==> config.mk <==
export PLATFORM = sky130hd
export DESIGN_NAME = alu_op_sequencer
export DESIGN_NICKNAME = d
export VERILOG_FILES = /design/src/rtl/constants_pkg.sv /design/src/rtl/alu_instr_decode.sv /design/src/rtl/alu_op_sequencer.sv
export SDC_FILE = /design/constraint.sdc
export NUM_CORES = 1
export LEC_CHECK = 0
export CORE_ASPECT_RATIO = 0.75
export CORE_MARGIN = 10
export CORE_UTILIZATION = 41
export DETAILED_ROUTE_END_ITERATION = 10
export GPL_ROUTABILITY_DRIVEN = 0
export PLACE_DENSITY = 0.73
export REMOVE_ABC_BUFFERS = 1
export SLEW_MARGIN = 10
export SYNTH_ARGS = -nofsm -noshare
export SYNTH_HDL_FRONTEND = slang
export SYNTH_HIERARCHICAL = 1
export SYNTH_SLANG_ARGS = --single-unit
==> constraint.sdc <==
create_clock -name clk -period 1.95 [get_ports clk]
set_clock_uncertainty 0.1 [all_clocks]
set_input_delay 0.39 -clock clk [delete_from_list [all_inputs] [get_ports clk]]
set_output_delay 0.39 -clock clk [all_outputs]
set_load 0.02 [all_outputs]
==> src/rtl/constants_pkg.sv <==
// rtl/constants_pkg.sv - shared ALU op codes, sequencer opcodes and instruction field positions
package constants_pkg;

    typedef enum logic [1:0] {
        NOP       = 2'b00,
        ADD       = 2'b01,
        REG_WRITE = 2'b10,
        REG_READ  = 2'b11
    } ALUOp;

    // Prefixed so the literals do not collide with the ALUOp members.
    typedef enum logic [1:0] {
        OP_LOAD = 2'b00,
        OP_ADD  = 2'b01,
        OP_READ = 2'b10,
        OP_NOP  = 2'b11
    } SeqOpcode;

    localparam int OPC_HI = 15;
    localparam int OPC_LO = 14;
    localparam int RD_HI  = 13;
    localparam int RD_LO  = 11;
    localparam int RR_HI  = 13;
    localparam int RR_LO  = 11;
    localparam int RA_HI  = 10;
    localparam int RA_LO  = 8;
    localparam int RB_HI  = 7;
    localparam int RB_LO  = 5;
    localparam int IMM_HI = 7;
    localparam int IMM_LO = 0;

endpackage

==> src/rtl/alu_instr_decode.sv <==
// rtl/alu_instr_decode.sv - combinational decode of a sequencer instruction word
module alu_instr_decode
    import constants_pkg::*;
(
    input  logic [15:0] instr_i,
    output SeqOpcode    seq_op_o,
    output ALUOp        alu_op_o,
    output logic [2:0]  addr_a_o,
    output logic [2:0]  addr_b_o,
    output logic [2:0]  addr_r_o,
    output logic [7:0]  imm_o
);

    always_comb begin
        seq_op_o = SeqOpcode'(instr_i[OPC_HI:OPC_LO]);
        alu_op_o = NOP;
        addr_a_o = 3'd0;
        addr_b_o = 3'd0;
        addr_r_o = 3'd0;
        imm_o    = 8'd0;
        case (seq_op_o)
            OP_LOAD: begin
                alu_op_o = REG_WRITE;
                addr_a_o = instr_i[RD_HI:RD_LO];
                imm_o    = instr_i[IMM_HI:IMM_LO];
            end
            OP_ADD: begin
                alu_op_o = ADD;
                addr_r_o = instr_i[RR_HI:RR_LO];
                addr_a_o = instr_i[RA_HI:RA_LO];
                addr_b_o = instr_i[RB_HI:RB_LO];
            end
            OP_READ: begin
                alu_op_o = REG_READ;
                addr_a_o = instr_i[RA_HI:RA_LO];
            end
            default: alu_op_o = NOP;
        endcase
    end

endmodule

==> src/rtl/alu_op_sequencer.sv <==
// rtl/alu_op_sequencer.sv - accepts one instruction at a time and sequences it onto the register-file/ALU port
module alu_op_sequencer
    import constants_pkg::*;
#(
    parameter int CNT_W = 16
) (
    input  logic             clk,
    input  logic             reset,
    input  logic             cmd_valid,
    output logic             cmd_ready,
    input  logic [15:0]      cmd_instr,
    output ALUOp             rf_op,
    output logic [2:0]       rf_addr_a,
    output logic [2:0]       rf_addr_b,
    output logic [2:0]       rf_addr_r,
    output logic [7:0]       rf_data_in,
    input  logic [7:0]       rf_data_out,
    output logic             rsp_valid,
    input  logic             rsp_ready,
    output logic [7:0]       rsp_data,
    output logic [2:0]       rsp_addr,
    output logic [CNT_W-1:0] retired
);

    typedef enum logic [2:0] {
        IDLE,
        ISSUE,
        ADD_SETTLE,
        READ_CAP,
        RESP
    } state_t;

    state_t             state_q, state_d;
    logic [15:0]        instr_q;
    logic [7:0]         rsp_data_q;
    logic [2:0]         rsp_addr_q;
    logic [CNT_W-1:0]   retired_q;
    logic               retire;
    logic               capture;

    SeqOpcode           dec_seq;
    ALUOp               dec_op;
    logic [2:0]         dec_a, dec_b, dec_r;
    logic [7:0]         dec_imm;

    alu_instr_decode u_decode (
        .instr_i  (instr_q),
        .seq_op_o (dec_seq),
        .alu_op_o (dec_op),
        .addr_a_o (dec_a),
        .addr_b_o (dec_b),
        .addr_r_o (dec_r),
        .imm_o    (dec_imm)
    );

    always_ff @(posedge clk) begin
        if (reset) begin
            state_q    <= IDLE;
            instr_q    <= 16'd0;
            rsp_data_q <= 8'd0;
            rsp_addr_q <= 3'd0;
            retired_q  <= '0;
        end else begin
            state_q <= state_d;
            if (state_q == IDLE && cmd_valid) begin
                instr_q <= cmd_instr;
            end
            if (capture) begin
                rsp_data_q <= rf_data_out;
                rsp_addr_q <= dec_a;
            end
            if (retire) begin
                retired_q <= retired_q + CNT_W'(1);
            end
        end
    end

    always_comb begin
        state_d = state_q;
        case (state_q)
            IDLE:       if (cmd_valid) state_d = ISSUE;
            ISSUE: begin
                case (dec_seq)
                    OP_ADD:  state_d = ADD_SETTLE;
                    OP_READ: state_d = READ_CAP;
                    default: state_d = IDLE;
                endcase
            end
            ADD_SETTLE: state_d = IDLE;
            READ_CAP:   state_d = RESP;
            RESP:       if (rsp_ready) state_d = IDLE;
            default:    state_d = IDLE;
        endcase
    end

    // Addresses stay on the bus through ADD_SETTLE so the ALU result path sees stable operands.
    always_comb begin
        cmd_ready  = 1'b0;
        rf_op      = NOP;
        rf_addr_a  = 3'd0;
        rf_addr_b  = 3'd0;
        rf_addr_r  = 3'd0;
        rf_data_in = 8'd0;
        rsp_valid  = 1'b0;
        retire     = 1'b0;
        capture    = 1'b0;
        case (state_q)
            IDLE: cmd_ready = 1'b1;
            ISSUE: begin
                rf_op      = dec_op;
                rf_addr_a  = dec_a;
                rf_addr_b  = dec_b;
                rf_addr_r  = dec_r;
                rf_data_in = dec_imm;
                retire     = (dec_seq == OP_LOAD) || (dec_seq == OP_NOP);
            end
            ADD_SETTLE: begin
                rf_addr_a = dec_a;
                rf_addr_b = dec_b;
                rf_addr_r = dec_r;
                retire    = 1'b1;
            end
            READ_CAP: capture = 1'b1;
            RESP: begin
                rsp_valid = 1'b1;
                retire    = rsp_ready;
            end
            default: cmd_ready = 1'b0;
        endcase
    end

    assign rsp_data = rsp_data_q;
    assign rsp_addr = rsp_addr_q;
    assign retired  = retired_q;

endmodule

==> impl_metrics.tcl <==
set metrics [dict create \
    setup_viol 17 \
    finalNonFillerCells 437 \
    grt_pass1_wl_um 10200 \
    wire_per_inst_um 14.2 \
    antenna_cells 0 \
    dp.final_hpwl_um 4400 \
    yosys_register_bits 46 \
    status "finished with violations" \
    wl_met2_um 2990 \
    core_area_mm2 0.00535 \
    drtAntennaViolNets 0 \
    synth-warning-count 6 \
    placed_area_mm2 0.00321 \
    regToRegEndpoint "retired[15]" \
    synth_top_cell_by_area "dfxtp_1" \
    top_layer_used "met4" \
    path_clk_slew_ps 80 \
    cp_max_fo 4 \
    portBuffers 75 \
    cts_tree "done" \
    final_hold_viol_count 0 \
    worst_pin_slew_ps 421 \
    rr_startpoint "instr_q[14]" \
    cap_violations 0 \
    required_ps 1460 \
    nets 396 \
    placed_cells 422 \
    ir_drop_v 0.000429 \
    finalMaxSlewViolations 0 \
    grt_pass1_vias 1988 \
    die_h_um 84.5 \
    min_period_ps 2070 \
    netlist_top_cells_area "dfxtp_1, and2_1, a21oi_1" \
    drc 0 \
    critPathSlowestCell "dfxtp_2" \
    slowest_delay_ps 350 \
    via_per_inst 4.89 \
    die_area_mm2 0.00895 \
    numCtsBuffers 5 \
    layout_commonest_cell "clkdlybuf4s50_1" \
    wl_met3_um 291 \
    yosys.cell_types.count 38 \
    cp_data_arrival_time_ps 1580 \
    synth_top_area_frac 0.406 \
    p_leak_nw 1.45 \
    grt_overflow 0 \
    initial_core_util 0.424 \
    final_cell_mix "clkdlybuf4s50_1, dfxtp_1, nand2_1" \
    io_pins 76 \
    fp-row-count 23 \
    hold_buffers 0 \
    synth_top_flop_cell "dfxtp_1" \
    design_area_mm2 0.00345 \
    vias 2138 \
    clock.fmax_mhz 484 \
    htreeDepth 2 \
    wirelength_met1_um 2880 \
    synthArstFlopShare 0 \
    cp-start-kind "flip-flop" \
    dr.pass1.iters 4 \
    synth-edff-count 0 \
    reg2reg_depth 7 \
    root_buffer "clkbuf_8" \
    layout-drive-gt1-share 0.282 \
    synth_area_mm2 0.00227 \
    ff2ff_setup_slack_ps -100 \
    die_w_um 106 \
    min_path_type "reg -> reg" \
    fillers 467 \
    grt_max_degree 47 \
    netlist_instances 265 \
    path_cells "buf_4, inv_4, ha_4, a22oi_2, nor2_1, and2_1, buf_6" \
    path_class "reg -> out" \
    cts.sinks 46 \
    grt_use_total 0.134 \
    grt_antenna_before_repair 0 \
    violations "setup timing" \
    postSynthAreaPerCell_um2 8.57 \
    pwr_density_cell_mw_per_mm2 541 \
    ys_seq_area_frac 0.406 \
    clk_latency_ps 280 \
    endpoint "rf_addr_a[0]" \
    setup_ws_ps -116 \
    rsz0062_at_grt "true" \
    endpoint_kind "output port" \
    max_slew_margin 0.719 \
    drt_wl_total_um 6220 \
    clk_path_buf_depth 2 \
    fin_crit_sh 1.06 \
    first_iter_violations 70 \
    worstSetupStartpoint "instr_q[14]" \
    area_delta_synth_final_pct 52.1 \
]
-- metrics by stage --
stage | total power, mW | setup slack, ps | hold WS (ps) | TNS (ps) | utilization
floorplan | 1.13 | -99.4 | 326 | -421 | -
global placement | 1.31 | -225 | 339 | -3600 | 0.599
detailed placement | 1.31 | -280 | 342 | -4280 | 0.599
CTS | 1.86 | -114 | 353 | -549 | 0.617
global route | 1.96 | -170 | 372 | -2350 | 0.645
finish | 1.87 | -116 | 355 | -1010 | 0.645
-- flip-flops by register name, indices dropped and copies added, names as in the netlist --
register / flops
instr_q: 16
retired: 16
rsp_data: 8
rsp_addr: 3
state_q: 3
-- how the worst min path moves through the flow --
stage	from	to	slack, ps	cells past startpoint
floorplan	instr_q[0]	instr_q[0]	330	2
global placement	instr_q[4]	instr_q[4]	340	2
detailed placement	instr_q[2]	instr_q[2]	340	2
CTS	instr_q[2]	instr_q[2]	350	2
global route	instr_q[4]	instr_q[4]	370	2
finish	instr_q[2]	instr_q[2]	350	2
-- where the power goes --
part           leakage [nW]  total, mW  switching [mW]  internal, mW
Sequential            0.376      0.989          0.0219         0.967
Clock                0.0383      0.538           0.290         0.247
Combinational          1.04      0.340           0.154         0.186
-- logic make-up after synthesis --
logic type               after synthesis  synth area share
AO/OA/AOI/OAI                         46             0.126
multiplexers                          13            0.0573
XOR/XNOR                               5            0.0193
adder cells (fa/ha/maj)                6            0.0331
AND/OR/NAND/NOR                      123             0.296
flip-flops                            46             0.406
buffers and inverters                 26            0.0634
-- worst max-delay path: cells and delay by family, from the launching register on --
family	cells	cell delay (ps)
AO/OA/AOI/OAI	1	80
flip-flops	1	350
AND/OR/NAND/NOR	2	300
adder cells (fa/ha/maj)	1	290
buffers and inverters	3	280
-- cell type report --
cell class | count | area (um^2) | area share
clock buffers | 7 | 76.3 | 0.0221
flip-flops and latches | 46 | 927 | 0.268
repair buffers | 109 | 1000 | 0.289
multi-input cells | 193 | 1330 | 0.384
inverters | 7 | 31.3 | 0.00906
well taps | 75 | 93.8 | 0.0272
-- routing by layer --
metal,track usage,vias to the layer above
met4,0.0344,0
met5,0,-
met3,0.0389,6
li1,-,1083
met2,0.211,37
met1,0.176,1012
-- synth_stat cells, drive strengths merged, types with 4 or more instances --
cell,n
a21oi,28
and2,34
buf,11
clkbuf,8
dfxtp,46
ha,6
inv,7
mux2i,13
nand2,36
nor2,22
nor3b,4
o21ai,9
o31ai,5
or3,9
-- repair_timing --
item | 4_1_cts | 5_1_grt
buffers inserted | 2 | 4
endpoints found under the setup margin | 29 | 37
pin swaps | 6 | 13
gates resized for setup | 100 | 45
gates cloned | 2 | 1
endpoints found under the hold margin | 0 | 0
Note: power is estimated with default switching activity, not from simulation.
